**config.mk**
```make
export PLATFORM = sky130hd
export DESIGN_NAME = cpu_run_ctrl
export DESIGN_NICKNAME = d
export VERILOG_FILES = /design/src/rtl/cpu_run_ctrl.sv
export SDC_FILE = /design/constraint.sdc
export NUM_CORES = 1
export LEC_CHECK = 0
export CAP_MARGIN = 20
export CORE_MARGIN = 5
export CORE_UTILIZATION = 42
export CTS_CLUSTER_DIAMETER = 100
export DETAILED_ROUTE_END_ITERATION = 8
export PLACE_DENSITY_LB_ADDON = 0.05
export SLEW_MARGIN = 10
export SYNTH_ARGS = -nofsm -noshare
export SYNTH_HDL_FRONTEND = slang
export SYNTH_SLANG_ARGS = --single-unit
export TNS_END_PERCENT = 20
```
**constraint.sdc**
```tcl
create_clock -name clk -period 2 [get_ports clk]
set_input_delay 0.4 -clock clk [delete_from_list [all_inputs] [get_ports clk]]
set_output_delay 0.4 -clock clk [all_outputs]
set_load 0.1 [all_outputs]
```
**src/rtl/cpu_run_ctrl.sv**
```systemverilog
// Run/step/breakpoint sequencer for the picoMIPS CPU: produces the execute enable
// that gates PC update and register write, plus a saturating executed-instruction count.
module cpu_run_ctrl #(
    parameter int Psize = 6,
    parameter int Cw    = 16
) (
    input  logic             clk,
    input  logic             reset,
    input  logic             run_req,
    input  logic             step_req,
    input  logic             halt_req,
    input  logic             bp_en,
    input  logic [Psize-1:0] bp_addr,
    input  logic [Psize-1:0] pc_addr,
    input  logic             cnt_clr,
    output logic             cpu_en,
    output logic [1:0]       state,
    output logic             halted,
    output logic             bp_hit,
    output logic [Cw-1:0]    instr_cnt
);

    localparam logic [1:0] S_HALT  = 2'b00;
    localparam logic [1:0] S_RUN   = 2'b01;
    localparam logic [1:0] S_STEP  = 2'b10;
    localparam logic [1:0] S_BREAK = 2'b11;

    logic [1:0]    state_q, state_d;
    logic          run_q, step_q;
    logic          skip_q, skip_d;
    logic          bp_hit_q, bp_hit_d;
    logic [Cw-1:0] cnt_q, cnt_d;

    logic run_rise, step_rise, bp_match;

    // run_req/step_req are request levels; only their rising edges (one cycle each)
    // are events, so a held level never issues more than one command.
    assign run_rise  = run_req & ~run_q;
    assign step_rise = step_req & ~step_q;
    // skip lets the instruction we just stopped on execute once after resuming.
    assign bp_match  = bp_en & (pc_addr == bp_addr) & ~skip_q;

    always_ff @(posedge clk or negedge reset) begin
        if (!reset) begin
            state_q  <= S_HALT;
            run_q    <= 1'b0;
            step_q   <= 1'b0;
            skip_q   <= 1'b0;
            bp_hit_q <= 1'b0;
            cnt_q    <= '0;
        end else begin
            state_q  <= state_d;
            run_q    <= run_req;
            step_q   <= step_req;
            skip_q   <= skip_d;
            bp_hit_q <= bp_hit_d;
            cnt_q    <= cnt_d;
        end
    end

    always_comb begin
        state_d = state_q;
        if (halt_req) begin
            state_d = S_HALT;
        end else begin
            case (state_q)
                S_HALT, S_BREAK: begin
                    if (run_rise)       state_d = S_RUN;
                    else if (step_rise) state_d = S_STEP;
                end
                S_RUN:   if (bp_match) state_d = S_BREAK;
                S_STEP:  state_d = S_HALT;
                default: state_d = S_HALT;
            endcase
        end

        bp_hit_d = bp_hit_q;
        if (state_d == S_HALT)
            bp_hit_d = 1'b0;
        else if (state_q == S_BREAK && state_d != S_BREAK)
            bp_hit_d = 1'b0;
        else if (state_q == S_RUN && state_d == S_BREAK)
            bp_hit_d = 1'b1;

        skip_d = skip_q;
        if (state_d == S_RUN && state_q != S_RUN)
            skip_d = 1'b1;
        else if (cpu_en)
            skip_d = 1'b0;

        cnt_d = cnt_q;
        if (cnt_clr)
            cnt_d = '0;
        else if (cpu_en && cnt_q != {Cw{1'b1}})
            cnt_d = cnt_q + {{(Cw-1){1'b0}}, 1'b1};
    end

    always_comb begin
        cpu_en    = ~halt_req & (((state_q == S_RUN) & ~bp_match) | (state_q == S_STEP));
        halted    = (state_q == S_HALT) | (state_q == S_BREAK);
        state     = state_q;
        bp_hit    = bp_hit_q;
        instr_cnt = cnt_q;
    end

endmodule

```
==> metrics.txt <==
status=complete, but fails checks; failing checks=negative setup slack; Core ar.=3078 um2; dpl ws=-0.1884 ns; setup TNS=-0.2910 ns; Num CTS Buffers=3; setup ws final=-0.1028 ns; Layout Cell Area excl Fill=2166 um2; Iter 0 DRT Violations=34; Clk Latency, worst-skew pair=0.31 ns; Max Slew Vio Count=0; antenna viol nets, final=0; minimum clock period=2.103 ns; top cell type's share of synthesized area=40.55%; most frequent cell after synthesis=dfrtp_1; Die X=66.86 um; cells taking the most area after synthesis=dfrtp_1 41%, or4_1 5.5%, o31ai_1 5.0%; Max-Cap Viols=0; WP data required=1.60 ns; VDD IR max=0.3882 mV; Worst Clk Skew=0.009247 ns; Synth Flop Type=dfrtp_1; GPL Wtd Cong=0.8331; crit share post-route=105.1%; worst-path cell chain=ha_4 > nand4b_1 > o21ai_2 > clkinvlp_4 > buf_12; Netlist cell types=34; Root Driver=clkbuf_4; CTS max path bufs=2; Avg Inst Size Synth=9.298 um2; number of global-route vias before repair=1409; Tot GR Track Use=18.70%; arrival time worst endpoint=1.70 ns; leakage=0.8510 nW; global-route wire length before repair=6389 um; DRC viols=0; P_int=1.005 mW; CTS H-tree lvls=1; TritonCTS clock tree=done; clock sinks=22; Max-slew headroom=78.40%; Worst Setup End Kind=output pin; Cell Area, Placed=2014 um2; Crit path max-delay family=flip-flops; clock group share of total power=11.5%; Ports=40; WS Path Type=flop to output pin; final hold vios=0; initial antenna violation count=0; Fillers=256; Core Rows=20; syn_nets=170; HPWL Detailed=2738 um; ys async rst share=100.0%; fmax=0.4756 GHz; EDFF count, synth=0; switching share of power=44.71%; Layout area overhead=59.54%; Critical Path Fanout Max=4; synthesized area=1358 um2; crit start category=flop; vias post-DR=1368; combinational power share=59.3%; Yosys warnings=0; Hold WC Path Type=input port to async pin; clock-pin slew on the worst setup and hold paths=0.12 ns; per-cell routed wire length=15.22 um; Via density=5.494; die area=4470 um2; RSZ-0062 raised after global routing=true; Sw Pwr=0.8129 mW; Nets=230; actual slew at the worst max-slew pin=0.3212 ns; pwr/cell area=839.5 nW/um2; commonest cells in the netlist=22 x dfrtp_1, 12 x a21oi_1, 10 x or4_1; Seq/Total Area, Yosys=40.55%; starting density of the core=44.11%; CP max stage cell=dfrtp_4; port buffer count=39; pin count of the biggest net entering global routing=24; n_diodes=0; layout cells sized above 1=40.00%; die height=66.86 um; Routed WL=3790 um; register share of total power=29.2%; GRT overflow=0; First-pass DRT Iterations=4; final setup vio count=12; cell count after synthesis=146; crit-path max cell delay=0.53 ns; WP buf/inv=2; Synth area leader=dfrtp_1; Synth Register Bits=22
## metrics by stage
step	util, %	hold slack, ns	std cells	power [mW]
after CTS	69.02	0.4204	249	1.830
after floorplan	-	0.1044	146	1.142
final	70.37	0.4204	249	1.818
after detailed placement	65.45	0.4815	243	1.554
after global routing	70.37	0.4374	249	1.915
after global placement	65.45	0.4932	243	1.534
## metal layers
metal  global-route usage (%)  up-vias  part of all wire [%]
li1                         -      679                     -
met1                    22.21      645                    42
met2                    33.66       36                    50
met3                    2.698        8                   5.3
met4                    7.089        0                   2.1
met5                        0        -                     0
## state kept, by name, indices dropped and copies added (netlist names)
| signal | flops |
|---|---|
| bp_hit | 1 |
| instr_cnt | 16 |
| run_q | 1 |
| skip_q | 1 |
| state | 2 |
| step_q | 1 |
## cell families after synthesis
| logic type | Yosys count | synth area share, % |
|---|---|---|
| flip-flops | 22 | 40.55 |
| buffers and inverters | 12 | 3.779 |
| AND/OR/NAND/NOR | 64 | 28.85 |
| AO/OA/AOI/OAI | 33 | 15.12 |
| multiplexers | 4 | 3.226 |
| adder cells (fa/ha/maj) | 5 | 4.608 |
| XOR/XNOR | 6 | 3.871 |
## final cells by class
type / instances / area, um2 / share of cell area (%)
clock buffers: 4 / 26.28 / 1.213
multi-input cells: 112 / 872.1 / 40.27
flip-flops and latches: 22 / 566.8 / 26.17
well taps: 44 / 55.05 / 2.542
inverters: 5 / 22.52 / 1.040
repair buffers: 62 / 623.1 / 28.77
## power groups by stage
stage | logic [mW] | registers (mW) | clock network [mW]
final | 1.08 | 0.531 | 0.210
after global routing | 1.14 | 0.538 | 0.237
after CTS | 1.08 | 0.531 | 0.220
after detailed placement | 1.02 | 0.533 | 0
after global placement | 1.00 | 0.531 | 0
after floorplan | 0.440 | 0.702 | 0
## path summary, 6_finish.rpt
kind                           from      endpoint  slack (ns)  depth (start not counted)
max                        state[1]        cpu_en       -0.10                          5
min                           reset  instr_cnt[9]        0.42                          2
max reg2reg                state[1]  instr_cnt[8]       -0.05                          9
min reg2reg                  skip_q        skip_q        0.51                          2
max in group asynchronous     reset      state[0]        1.32                          2
min in group clk             skip_q        skip_q        0.51                          2
## placed cells by master (no fill, tap or decap), drive strengths merged, types with 5 or more instances in the layout
| cell type | count |
|---|---|
| buf | 44 |
| dfrtp | 22 |
| clkdlybuf4s50 | 18 |
| a21oi | 12 |
| or4 | 10 |
| nor2 | 9 |
| o31ai | 9 |
| nand4 | 8 |
| nand3 | 8 |
| o21ai | 7 |
| nor2b | 6 |
| nand2 | 6 |
| xnor2 | 6 |
| ha | 5 |
## timing repair
item / 4_1_cts / 5_1_grt
gates resized for setup: 12 / 10
pin swaps: 6 / 6
setup buffers: 2 / 0
hold buffers: 0 / 0
endpoints found under the setup margin: 9 / 16
## worst reg2reg max path: stages, from the launching register on
cell	delay, ns
dfrtp_4	0.53
inv_2	0.09
ha_4	0.13
nor2_1	0.04
nor2_1	0.12
o21ai_2	0.10
buf_4	0.15
buf_12	0.15
or4_1	0.53
a21oi_2	0.15
Power figures use the tool's default switching activity.
